## src/rtl/ext_bus_pkg.sv

```systemverilog
// ext_bus_pkg: shared types and helpers for the external bus bridge.
//   bus_state_t : bridge sequencer states
//   calc_nl     : byte lanes for a CPU data width
//   calc_ab     : byte-index width for a CPU data width
package ext_bus_pkg;

    typedef enum logic [2:0] {
        IDLE,
        A_HI,
        A_MID,
        A_LO,
        DATA,
        HOLD,
        DONE,
        RECOV
    } bus_state_t;

    function automatic int calc_nl(input int rv);
        return rv / 8;
    endfunction

    function automatic int calc_ab(input int rv);
        return $clog2(rv / 8);
    endfunction

endpackage

```

## src/rtl/ext_bus_bridge_lane_seq.sv

```systemverilog
// lane_seq: next-set-bit finder over the remaining byte-lane mask.
//   mask : lanes not yet transferred
//   idx  : lowest set lane in mask (next lane to transfer)
//   rest : mask with that lane removed
//   last : idx is the final lane of the transaction
module lane_seq #(
    parameter int NL = 2,
    parameter int AB = 1
) (
    input  logic [NL-1:0] mask,
    output logic [AB-1:0] idx,
    output logic [NL-1:0] rest,
    output logic          last
);

    always_comb begin
        idx = '0;
        // Descending scan so the lowest set bit is the one left standing.
        for (int i = NL - 1; i >= 0; i--) begin
            if (mask[i]) idx = AB'(i);
        end
        rest = mask & (mask - NL'(1));
        last = (rest == '0);
    end

endmodule

```

## src/rtl/ext_bus_bridge.sv

```systemverilog
// ext_bus_bridge: CPU read/write port to an 8-bit multiplexed external bus.
//   clk, reset_in (async, active-high), ena (global clock enable)
//   raddr/rreq -> rdata/rdone : read word address, lane mask, data, done pulse
//   waddr/wmask/wdata -> wdone : write word address, lane mask, data, done pulse
//   bus_out/bus_in            : multiplexed address/data byte to/from pads
//   latch_hi/latch_lo         : external address-latch strobes
//   bus_wr, bus_ind           : write strobe, byte index within the word
// Every output is registered: each transition loads the outputs of the
// state being entered.
module ext_bus_bridge
    import ext_bus_pkg::*;
#(
    parameter  int RV   = 16,
    parameter  int PV   = 18,
    parameter  int WAIT = 0,
    localparam int NL   = calc_nl(RV),
    localparam int AB   = calc_ab(RV)
) (
    input  logic             clk,
    input  logic             reset_in,
    input  logic             ena,
    input  logic [PV-AB-1:0] raddr,
    input  logic [NL-1:0]    rreq,
    output logic [RV-1:0]    rdata,
    output logic             rdone,
    input  logic [PV-AB-1:0] waddr,
    input  logic [NL-1:0]    wmask,
    input  logic [RV-1:0]    wdata,
    output logic             wdone,
    output logic [7:0]       bus_out,
    input  logic [7:0]       bus_in,
    output logic             latch_hi,
    output logic             latch_lo,
    output logic             bus_wr,
    output logic [AB-1:0]    bus_ind
);

    localparam int WA = PV - AB;

    bus_state_t      state;
    logic [WA-1:0]   addr_q;
    logic            is_wr;
    logic [NL-1:0]   rem;        // lanes not yet started
    logic [RV-1:0]   wdata_q;
    logic [2:0]      hold_cnt;
    logic            cur_last;
    logic [PV-9:0]   cache_tag;  // byte address bits [PV-1:8] last latched
    logic            cache_vld;

    // Write wins over read when both are requested.
    logic            sel_wr;
    logic [WA-1:0]   sel_addr;
    logic [NL-1:0]   sel_mask;
    logic [PV-1:0]   sel_baddr;
    logic [PV-1:0]   baddr;
    logic            sel_hit;
    logic            lane_end;
    logic [AB-1:0]   lane_idx;
    logic [NL-1:0]   lane_rest;
    logic            lane_last;
    logic [7:0]      lane_byte;

    assign sel_wr    = (wmask != '0);
    assign sel_addr  = sel_wr ? waddr : raddr;
    assign sel_mask  = sel_wr ? wmask : rreq;
    assign sel_baddr = {sel_addr, {AB{1'b0}}};
    assign baddr     = {addr_q, {AB{1'b0}}};
    assign sel_hit   = cache_vld && (sel_baddr[PV-1:8] == cache_tag);
    assign lane_end  = (hold_cnt == 3'(WAIT));
    assign lane_byte = is_wr ? wdata_q[lane_idx*8 +: 8] : 8'h00;

    lane_seq #(.NL(NL), .AB(AB)) u_lane_seq (
        .mask (rem),
        .idx  (lane_idx),
        .rest (lane_rest),
        .last (lane_last)
    );

    always_ff @(posedge clk or posedge reset_in) begin
        if (reset_in) begin
            state     <= IDLE;
            addr_q    <= '0;
            is_wr     <= 1'b0;
            rem       <= '0;
            wdata_q   <= '0;
            hold_cnt  <= '0;
            cur_last  <= 1'b0;
            cache_tag <= '0;
            cache_vld <= 1'b0;
            rdata     <= '0;
            rdone     <= 1'b0;
            wdone     <= 1'b0;
            bus_out   <= '0;
            latch_hi  <= 1'b0;
            latch_lo  <= 1'b0;
            bus_wr    <= 1'b0;
            bus_ind   <= '0;
        end else if (ena) begin
            case (state)
                IDLE: begin
                    bus_out  <= '0;
                    latch_hi <= 1'b0;
                    latch_lo <= 1'b0;
                    bus_wr   <= 1'b0;
                    bus_ind  <= '0;
                    rdone    <= 1'b0;
                    wdone    <= 1'b0;
                    if (sel_mask != '0) begin
                        addr_q  <= sel_addr;
                        is_wr   <= sel_wr;
                        rem     <= sel_mask;
                        wdata_q <= wdata;
                        if (sel_hit) begin
                            state    <= A_LO;
                            bus_out  <= sel_baddr[7:0];
                            latch_lo <= 1'b1;
                        end else begin
                            state    <= A_HI;
                            bus_out  <= 8'(sel_baddr[PV-1:16]);
                            latch_hi <= 1'b1;
                        end
                    end
                end
                A_HI: begin
                    state     <= A_MID;
                    bus_out   <= baddr[15:8];
                    latch_hi  <= 1'b1;
                    latch_lo  <= 1'b1;
                    cache_tag <= baddr[PV-1:8];
                    cache_vld <= 1'b1;
                end
                A_MID: begin
                    state    <= A_LO;
                    bus_out  <= baddr[7:0];
                    latch_hi <= 1'b0;
                    latch_lo <= 1'b1;
                end
                A_LO: begin
                    latch_lo <= 1'b0;
                    state    <= DATA;
                    bus_ind  <= lane_idx;
                    bus_out  <= lane_byte;
                    bus_wr   <= is_wr;
                    cur_last <= lane_last;
                    rem      <= lane_rest;
                    hold_cnt <= '0;
                end
                DATA, HOLD: begin
                    if (lane_end) begin
                        if (!is_wr) rdata[bus_ind*8 +: 8] <= bus_in;
                        hold_cnt <= '0;
                        if (cur_last) begin
                            state   <= DONE;
                            bus_out <= '0;
                            bus_wr  <= 1'b0;
                            bus_ind <= '0;
                            rdone   <= !is_wr;
                            wdone   <= is_wr;
                        end else begin
                            state    <= DATA;
                            bus_ind  <= lane_idx;
                            bus_out  <= lane_byte;
                            bus_wr   <= is_wr;
                            cur_last <= lane_last;
                            rem      <= lane_rest;
                        end
                    end else begin
                        state    <= HOLD;
                        hold_cnt <= hold_cnt + 3'd1;
                    end
                end
                DONE: begin
                    state <= RECOV;
                    rdone <= 1'b0;
                    wdone <= 1'b0;
                end
                RECOV:   state <= IDLE;
                default: state <= IDLE;
            endcase
        end
    end

endmodule

```

## config.mk

```make
export PLATFORM = sky130hd
export DESIGN_NAME = ext_bus_bridge
export DESIGN_NICKNAME = d
export VERILOG_FILES = /design/src/rtl/ext_bus_pkg.sv /design/src/rtl/ext_bus_bridge_lane_seq.sv /design/src/rtl/ext_bus_bridge.sv
export SDC_FILE = /design/constraint.sdc
export NUM_CORES = 1
export LEC_CHECK = 0
export BUFFER_PORTS_ARGS = -buffer_cell sky130_fd_sc_hd__buf_2
export CORE_MARGIN = 1.5
export CORE_UTILIZATION = 59
export CTS_CLUSTER_DIAMETER = 80
export DETAILED_ROUTE_END_ITERATION = 10
export PLACE_DENSITY = 0.86
export REMOVE_ABC_BUFFERS = 1
export SETUP_SLACK_MARGIN = 0.4
export SYNTH_ARGS = -nofsm -noshare
export SYNTH_HDL_FRONTEND = slang
export SYNTH_SLANG_ARGS = --single-unit
```

## constraint.sdc

```tcl
create_clock -name clk -period 7.4 [get_ports clk]
set_input_delay 1.11 -clock clk [delete_from_list [all_inputs] [get_ports clk]]
set_output_delay 1.11 -clock clk [all_outputs]
set_load 0.01 [all_outputs]
```

==> results of run 1 <==
## per-layer routing
layer	up-vias	part of all wire, %	global-route usage [%]
li1	1689	-	-
met1	1702	41	33.3
met2	148	50	45.2
met3	33	5.5	5.50
met4	0	3.2	11.6
met5	-	0	0
## kinds of logic (layout without fill, tap and decap cells)
group | after synthesis | count (layout) | share of synthesized area (%)
compound gates | 91 | 91 | 14.7
xor+xnor | 7 | 7 | 1.59
fa+ha+maj | 2 | 2 | 0.577
buf+inv | 38 | 129 | 3.90
flops | 84 | 84 | 48.5
mux | 61 | 61 | 15.8
simple gates | 134 | 134 | 15.0
## cells in the final DEF, fill, tap and decap left out, types with 3 or more instances in the layout
master / netlist / layout
nor2_1: 26 / 26
a41oi_1: 7 / 7
xor2_1: 3 / 3
nand3_1: 9 / 9
mux2i_1: 12 / 12
nand4_1: 4 / 4
xnor2_1: 3 / 3
a32o_1: 3 / 3
o21ai_0: 15 / 15
inv_1: 17 / 16
nand2_1: 54 / 54
mux2_2: 48 / 48
clkbuf_8: 0 / 10
dfrtp_1: 84 / 84
a31oi_1: 14 / 14
nor2b_1: 12 / 12
a21oi_1: 13 / 13
buf_2: 5 / 94
a22oi_1: 6 / 6
a2111oi_0: 3 / 3
o221ai_1: 6 / 6
o22ai_1: 9 / 9
nand2b_1: 7 / 7
## final cells by class
class,count,area (um2),share of cell area (%)
flip-flops and latches,84,2100,41.6
clock buffers,10,138,2.72
well taps,99,124,2.45
repair buffers,96,485,9.61
inverters,17,65.1,1.29
multi-input cells,295,2070,40.9
clock inverters,6,71.3,1.41
## stage by stage
stage / worst slack (ps) / util [%] / instance area [um2] / hold WS (ps) / power [W]
4_1_cts: 4060 / 70.4 / 5050 / 485 / 0.00206
6_report: 4050 / 70.4 / 5050 / 482 / 0.00205
2_1_floorplan: 4040 / - / 4230 / 440 / 0.00143
3_3_place_gp: 3820 / 67.5 / 4840 / 457 / 0.00166
5_1_grt: 3880 / 70.4 / 5050 / 518 / 0.00220
3_5_place_dp: 3690 / 67.5 / 4840 / 456 / 0.00171
## path summary, 6_finish.rpt
check                                      start                     end  cells after the start
setup / recovery                        wmask[0]   addr_q[5]$_DFFE_PP0P_                      5
max in group asynchronous               reset_in  addr_q[10]$_DFFE_PP0P_                      3
hold / removal             cache_vld$_DFFE_PP0P_   cache_vld$_DFFE_PP0P_                      1
setup reg to reg            state[2]$_DFFE_PP0P_   addr_q[5]$_DFFE_PP0P_                      4
hold reg to reg            cache_vld$_DFFE_PP0P_   cache_vld$_DFFE_PP0P_                      1
min in group asynchronous               reset_in  wdata_q[7]$_DFFE_PP0P_                      3
## flip-flops by register name (all words and copies together), names as in the netlist
register,cells
rem,2
hold_cnt,3
bus_out,8
bus_wr,1
latch_lo,1
bus_ind,1
state,3
wdone,1
cache_tag,10
rdata,16
latch_hi,1
rdone,1
addr_q,17
cur_last,1
wdata_q,16
cache_vld,1
is_wr,1
## power groups by stage
stage | combinational, W | sequential (W) | clock [W]
final | 0.000846 | 0.000864 | 0.000340
after global routing | 0.000944 | 0.000892 | 0.000365
after CTS | 0.000847 | 0.000862 | 0.000347
after detailed placement | 0.000844 | 0.000870 | 0
after global placement | 0.000807 | 0.000856 | 0
after floorplan | 0.000573 | 0.000852 | 0
==> results.cfg, run 1 <==
[pwr]
power.density_nw_per_um2 = 406
switching_share_pct = 39.0
vdd_ir_drop_max_uv = 201
sequentialPowerShare_pct = 42.1
p_int_w = 0.00125
p_leak_nw = 2.33
p_switching_w = 0.000800
p_clk_share_pct = 16.6
p_comb_share_pct = 41.3

[logic_synthesis]
synth_edf_count = 0
ys_warn_count = 0
syn_inst = 417
synthFlopType = dfrtp_1
ys_ff_latch = 84
synthTopCellsByCount = dfrtp_1 (84), nand2_1 (54), mux2_2 (48)
async_flop_share_pct = 100
yosysUniqueCellTypes = 57
synth.most_common_cell = dfrtp_1
syn_area_um2 = 4330
synth_top_area_share_pct = 48.5
netlist_top_cells_area = dfrtp_1 (49%), mux2_2 (12%), nand2_1 (4.7%), mux2i_1 (2.8%), nor2_1 (2.3%)
avgSynthCellArea_um2 = 10.4
ys_seq_area_share_pct = 48.5
synth_area_leader_cell = dfrtp_1

[final_layout]
fillers = 553
nNetsFinal = 570
num_antenna_cells = 0
stdcell_count = 607
drive_above_1_share_pct = 33.7
syn_to_final_growth_pct = 16.6

[floorplan]
coreArea_um2 = 7180
fp-row-count = 31
fp.dieW_um = 88.7
die_h_um = 88.7
die_area_um2 = 7870
num_io_pins = 95
start_util_pct = 60.4

[cts]
cts_htree_levels = 3
post_cts_buffers = 0
worstSkewPairLatency_ps = 350
clk_pin_slew_worst_paths_ps = 90
ctsResizeCount = 0
ctsHoldBuffers = 0
numCtsBuffers = 9
cts_tree = done
clockBufferDepth = 2
clock_sinks = 84
cts_root_buf = clkbuf_8

[timing]
tightest_slew_ps = 1100
relSlewSlack_pct = 26.5
setup_violations = 0
finalSetupTns_ps = 0
min_period_ps = 3350
final_hold_viol_count = 0
fin_crit_sh_pct = 45.3
slew_viol_final = 0
fin_skew_ps = 4.33
clock.fmax_ghz = 0.298
rsz0062_at_grt = no

[route]
routed_via_density = 5.88
via_count = 3572
routedWlPerCell_um = 16.5
final_antenna_net_count = 0
wl_um = 10000
first_pass_iters = 4
initialDrtViolationCount = 266
drc = 0

[critical_path]
critPathTopFamily = simple AND/OR/NAND/NOR gates
r2r_setup_slack_ps = 4710
crit_buf_inv = 1
setup.worst_path.start_class = primary input
worstPathArrival_ps = 3590
crit_slowest_cell = nor2_4
critPathKind = in -> reg
crit_fanout = 46
max_stage_delay_ps = 910
crit_required_ps = 7640
cp_cell_sequence = buf_2, or2_1, nor3_2, nor2_4, mux2_2
endpoint_kind = flop

[place]
gp_congestion = 0.855
io_buffer_count = 94
dp.cells = 591
place_hpwl_um = 7260

[worst_hold_path]
min-delay-path-class = reg -> reg

[status]
status = finished, final reports clean

[global_route]
antenna_found_initial = 0
grt_pass1_vias = 3451
overflow = 0
grt_use_total_pct = 26.7
grt_max_degree = 85
grt_pass1_wl_um = 16000

[run]
drv_cap = 0
Note: power is estimated with default switching activity, not from simulation.
==> run 2: changes to the inputs <==
Settings changed: CORE_UTILIZATION 59 to 55, PLACE_DENSITY 0.86 to 0.81.
Clock period 7.4 ns to 3.28 ns, I/O delays scaled along.
==> results.cfg, run 2 (synthesis gave the netlist of run 1 again) <==
[timing]
setup_violations = 0
min_period_ps = 2460
fin_crit_sh_pct = 75.1
relSlewSlack_pct = 32.1
finalSetupTns_ps = 0
final_hold_viol_count = 0
fin_skew_ps = 13.8
tightest_slew_ps = 1020
rsz0062_at_grt = no
clock.fmax_ghz = 0.406
slew_viol_final = 0

[floorplan]
die_h_um = 91.8
die_area_um2 = 8420
coreArea_um2 = 7690
start_util_pct = 56.4
fp-row-count = 32
num_io_pins = 95
fp.dieW_um = 91.8

[cts]
cts_root_buf = clkbuf_8
worstSkewPairLatency_ps = 370
clock_sinks = 84
cts_tree = done
numCtsBuffers = 9
post_cts_buffers = 0
clockBufferDepth = 2
ctsHoldBuffers = 0
clk_pin_slew_worst_paths_ps = 90
cts_htree_levels = 3
ctsResizeCount = 0

[pwr]
vdd_ir_drop_max_uv = 399
p_leak_nw = 2.36
power.density_nw_per_um2 = 916

[final_layout]
mostFrequentLayoutCells = buf_2 (94), dfrtp_1 (84), nand2_1 (54), mux2_2 (48), nor2_1 (26)
largest_reg_flops = 17
drive_above_1_share_pct = 34.4
syn_to_final_growth_pct = 17.6
top_register = addr_q
nNetsFinal = 576
layout_commonest_cell = buf_2
fin_util_pct = 66.3
reg_top3 = addr_q x17, rdata x16, wdata_q x16
num_antenna_cells = 0

[critical_path]
setup.worst_path.start_class = flop
crit_fanout = 12
crit_required_ps = 3530
worstPathArrival_ps = 2720
critPathKind = reg -> reg
endpoint_kind = flop

[place]
io_buffer_count = 94
place_hpwl_um = 7590
gp_congestion = 0.919

[route]
routed_via_density = 5.95
wl_met2_um = 5080
first_pass_iters = 5
drc = 0
initialDrtViolationCount = 280
drt-met1-wl_um = 4200
wl_um = 10400
routedWlPerCell_um = 16.9
final_antenna_net_count = 0
wl_met3_um = 593
via_count = 3663
top_layer = met4

[global_route]
antenna_found_initial = 0
grt_max_degree = 63
grt_pass1_vias = 3632
overflow = 0
grt_use_total_pct = 26.1
grt_pass1_wl_um = 17000

[worst_hold_path]
min-delay-path-class = in -> async

[status]
status = finished, final reports clean

[run]
drv_cap = 0
-- run 2: cell type report --
class                   instances  area, um2
fillers                       646       2590
flip-flops and latches         84       2100
multi-input cells             295       2070
repair buffers                102        531
well taps                     102        128
clock buffers                   9        124
clock inverters                 7       78.8
inverters                      17       65.1
-- run 2: routing by layer --
metal  vias up  GRT usage, %
met4         0          17.7
met1      1765          31.4
met2       155          43.4
li1       1698             -
met5         -             0
met3        45          4.06
-- run 2: report_power, final --
group	internal (W)	switching, W	leakage [nW]	total (W)
Sequential	0.00153	0.000387	1.01	0.00192
Clock	0.000364	0.000417	0.105	0.000781
Combinational	0.000922	0.00104	1.24	0.00197
Total	0.00282	0.00185	2.36	0.00467
-- run 2: path summary, 6_finish.rpt --
| check | startpoint | end | slack, ps | cells after the start |
|---|---|---|---|---|
| hold reg to reg | cache_vld$_DFFE_PP0P_ | cache_vld$_DFFE_PP0P_ | 480 | 1 |
| hold / removal | reset_in | wdata_q[7]$_DFFE_PP0P_ | 320 | 2 |
| max in group asynchronous | reset_in | cache_tag[7]$_DFFE_PP0P_ | 2170 | 3 |
| min in group clk | wdata[8] | wdata_q[8]$_DFFE_PP0P_ | 340 | 2 |
| setup / recovery | state[0]$_DFFE_PP0P_ | cache_tag[9]$_DFFE_PP0P_ | 820 | 4 |
| setup reg to reg | state[0]$_DFFE_PP0P_ | cache_tag[9]$_DFFE_PP0P_ | 820 | 4 |
-- run 2: stage by stage --
step / hold slack, ps / setup WS, ps / instances / cell area, um2 / total power [W]
after detailed placement: 461 / 625 / 600 / 4890 / 0.00388
after global routing: 344 / 527 / 616 / 5090 / 0.00498
after floorplan: 440 / 536 / 396 / 4230 / 0.00322
final: 321 / 816 / 616 / 5090 / 0.00467
after CTS: 343 / 885 / 616 / 5090 / 0.00466
after global placement: 458 / 759 / 600 / 4890 / 0.00378
-- run 2: critical path: stages (launching register included) --
cell and delay, ps:
dfrtp_1 560, inv_1 160, nor2_1 600, and2_1 630, mux2_2 410
==> run 3: changes to the inputs <==
Clock period 3.28 ns to 2.5 ns, I/O delays scaled along.
==> results.cfg, run 3 (synthesis gave the netlist of run 1 again) <==
[status]
status = finished, final reports clean

[final_layout]
syn_to_final_growth_pct = 21.5
fillers = 634
nNetsFinal = 593
fin_util_pct = 68.5
mostFrequentLayoutCells = buf_2 (94), dfrtp_1 (83), nand2_1 (54), mux2_2 (48), nor2_1 (25)
num_antenna_cells = 0
drive_above_1_share_pct = 38.2
reg_top3 = addr_q x17, rdata x16, wdata_q x16
largest_reg_flops = 17
layout_commonest_cell = buf_2
final_cell_area_um2 = 5260
top_register = addr_q

[cts]
cts_htree_levels = 3
cts_tree = done
cts_root_buf = clkbuf_8
numCtsBuffers = 9
clockBufferDepth = 2
worstSkewPairLatency_ps = 370
clk_pin_slew_worst_paths_ps = 90
clock_sinks = 84

[timing]
min_period_ps = 2030
fin_crit_sh_pct = 81.0
final_hold_viol_count = 0
setup_violations = 0
fin_skew_ps = 8.91
timing.final.ws_setup_ps = 474
clock.fmax_ghz = 0.494
rsz0062_at_grt = yes
relSlewSlack_pct = 51.5
slew_viol_final = 0
tightest_slew_ps = 727

[route]
first_pass_iters = 5
wl_um = 10500
routedWlPerCell_um = 16.6
via_count = 3683
drc = 0
final_antenna_net_count = 0
initialDrtViolationCount = 222
routed_via_density = 5.82

[global_route]
grt_pass1_vias = 3749
grt_max_degree = 45
grt_pass1_wl_um = 17400
grt_use_total_pct = 26.4
grt-busiest-layer = met2
overflow = 0
met1_usage_pct = 32.4
use_met2_pct = 46.0
antenna_found_initial = 0
met3_usage_pct = 5.06

[floorplan]
num_io_pins = 95
coreArea_um2 = 7690
start_util_pct = 56.4
fp-row-count = 32
die_area_um2 = 8420
fp.dieW_um = 91.8
die_h_um = 91.8

[pwr]
power.density_nw_per_um2 = 1180
vdd_ir_drop_max_uv = 666
p_leak_nw = 2.44

[critical_path]
reg2reg_to = addr_q[5]$_DFFE_PP0P_
critPathTopFamily = simple AND/OR/NAND/NOR gates
max_stage_delay_ps = 580
setup.worst_path.start_class = flop
crit_slowest_cell = nor2_4
crit_fanout = 23
cp_cell_sequence = nor2_1, nand2_1, nor2_4, mux2_2
critPathKind = reg -> reg
crit_required_ps = 2750
r2r-start = state[0]$_DFFE_PP0P_
worstPathArrival_ps = 2280
r2r_setup_slack_ps = 470
reg2regPathDepth = 4
endpoint_kind = flop
crit_buf_inv = 0

[place]
io_buffer_count = 94
dpl-instance-area_um2 = 5010
gp_congestion = 0.862
place_ws_ps = 95.3
place_hpwl_um = 7780

[run]
drv_cap = 0

[worst_hold_path]
min-delay-path-class = in -> async
==> run 3: worst max-delay path by stage <==
stage                             startpoint                       to  slack, ps  cells after the start
global route            state[0]$_DFFE_PP0P_   wdata_q[7]$_DFFE_PP0P_        330                      4
finish                  state[0]$_DFFE_PP0P_    addr_q[5]$_DFFE_PP0P_        470                      4
detailed placement                  wmask[1]    addr_q[3]$_DFFE_PP0P_        100                      5
CTS                 cache_tag[6]$_DFFE_PP0P_   bus_out[5]$_DFFE_PP0P_        440                      7
floorplan                           wmask[0]   wdata_q[0]$_DFFE_PP0P_       -130                      4
global placement                    wmask[0]  wdata_q[12]$_DFFE_PP0P_        160                      5
==> run 3: layout make-up <==
| class | instances | area, um2 | area share [%] |
|---|---|---|---|
| sequential | 84 | 2100 | 40.0 |
| clock buffer | 9 | 124 | 2.35 |
| timing repair buffer | 118 | 663 | 12.6 |
| multi-input combinational | 296 | 2120 | 40.2 |
| inverter | 17 | 65.1 | 1.24 |
| tap | 102 | 128 | 2.42 |
| clock inverter | 7 | 63.8 | 1.21 |
==> run 3: worst reg2reg max path: cells and delay by family, from the launching register on <==
kind / cells / cell delay, ps
flip-flops: 1 / 500
AND/OR/NAND/NOR: 3 / 990
multiplexers: 1 / 420
==> run 3: timing repair <==
item                       CTS  global route
buffers inserted             0             2
setup endpoints to repair   27            54
gates cloned                 1             0
resized for setup            2            11
hold buffers                 0             0
pin swaps                    2             1
==> run 3: power by group <==
part,internal (W),switching (W)
combinational,0.00132,0.00144
clock,0.000385,0.000547
sequential,0.00201,0.000492
total,0.00372,0.00248
==> run 3: per-layer routing <==
metal,wire [um],vias to the layer above
met5,0,-
met4,326,0
met3,502,28
met2,5350,128
met1,4310,1797
li1,-,1730
==> run 3: through the flow <==
stage,instances,total power [W],TNS [ps],hold slack [ps]
after global routing,633,0.00663,0,152
after global placement,614,0.00503,0,458
after floorplan,396,0.00422,-6160,440
final,633,0.00619,0,94.6
after CTS,631,0.00613,0,126
after detailed placement,614,0.00517,0,466
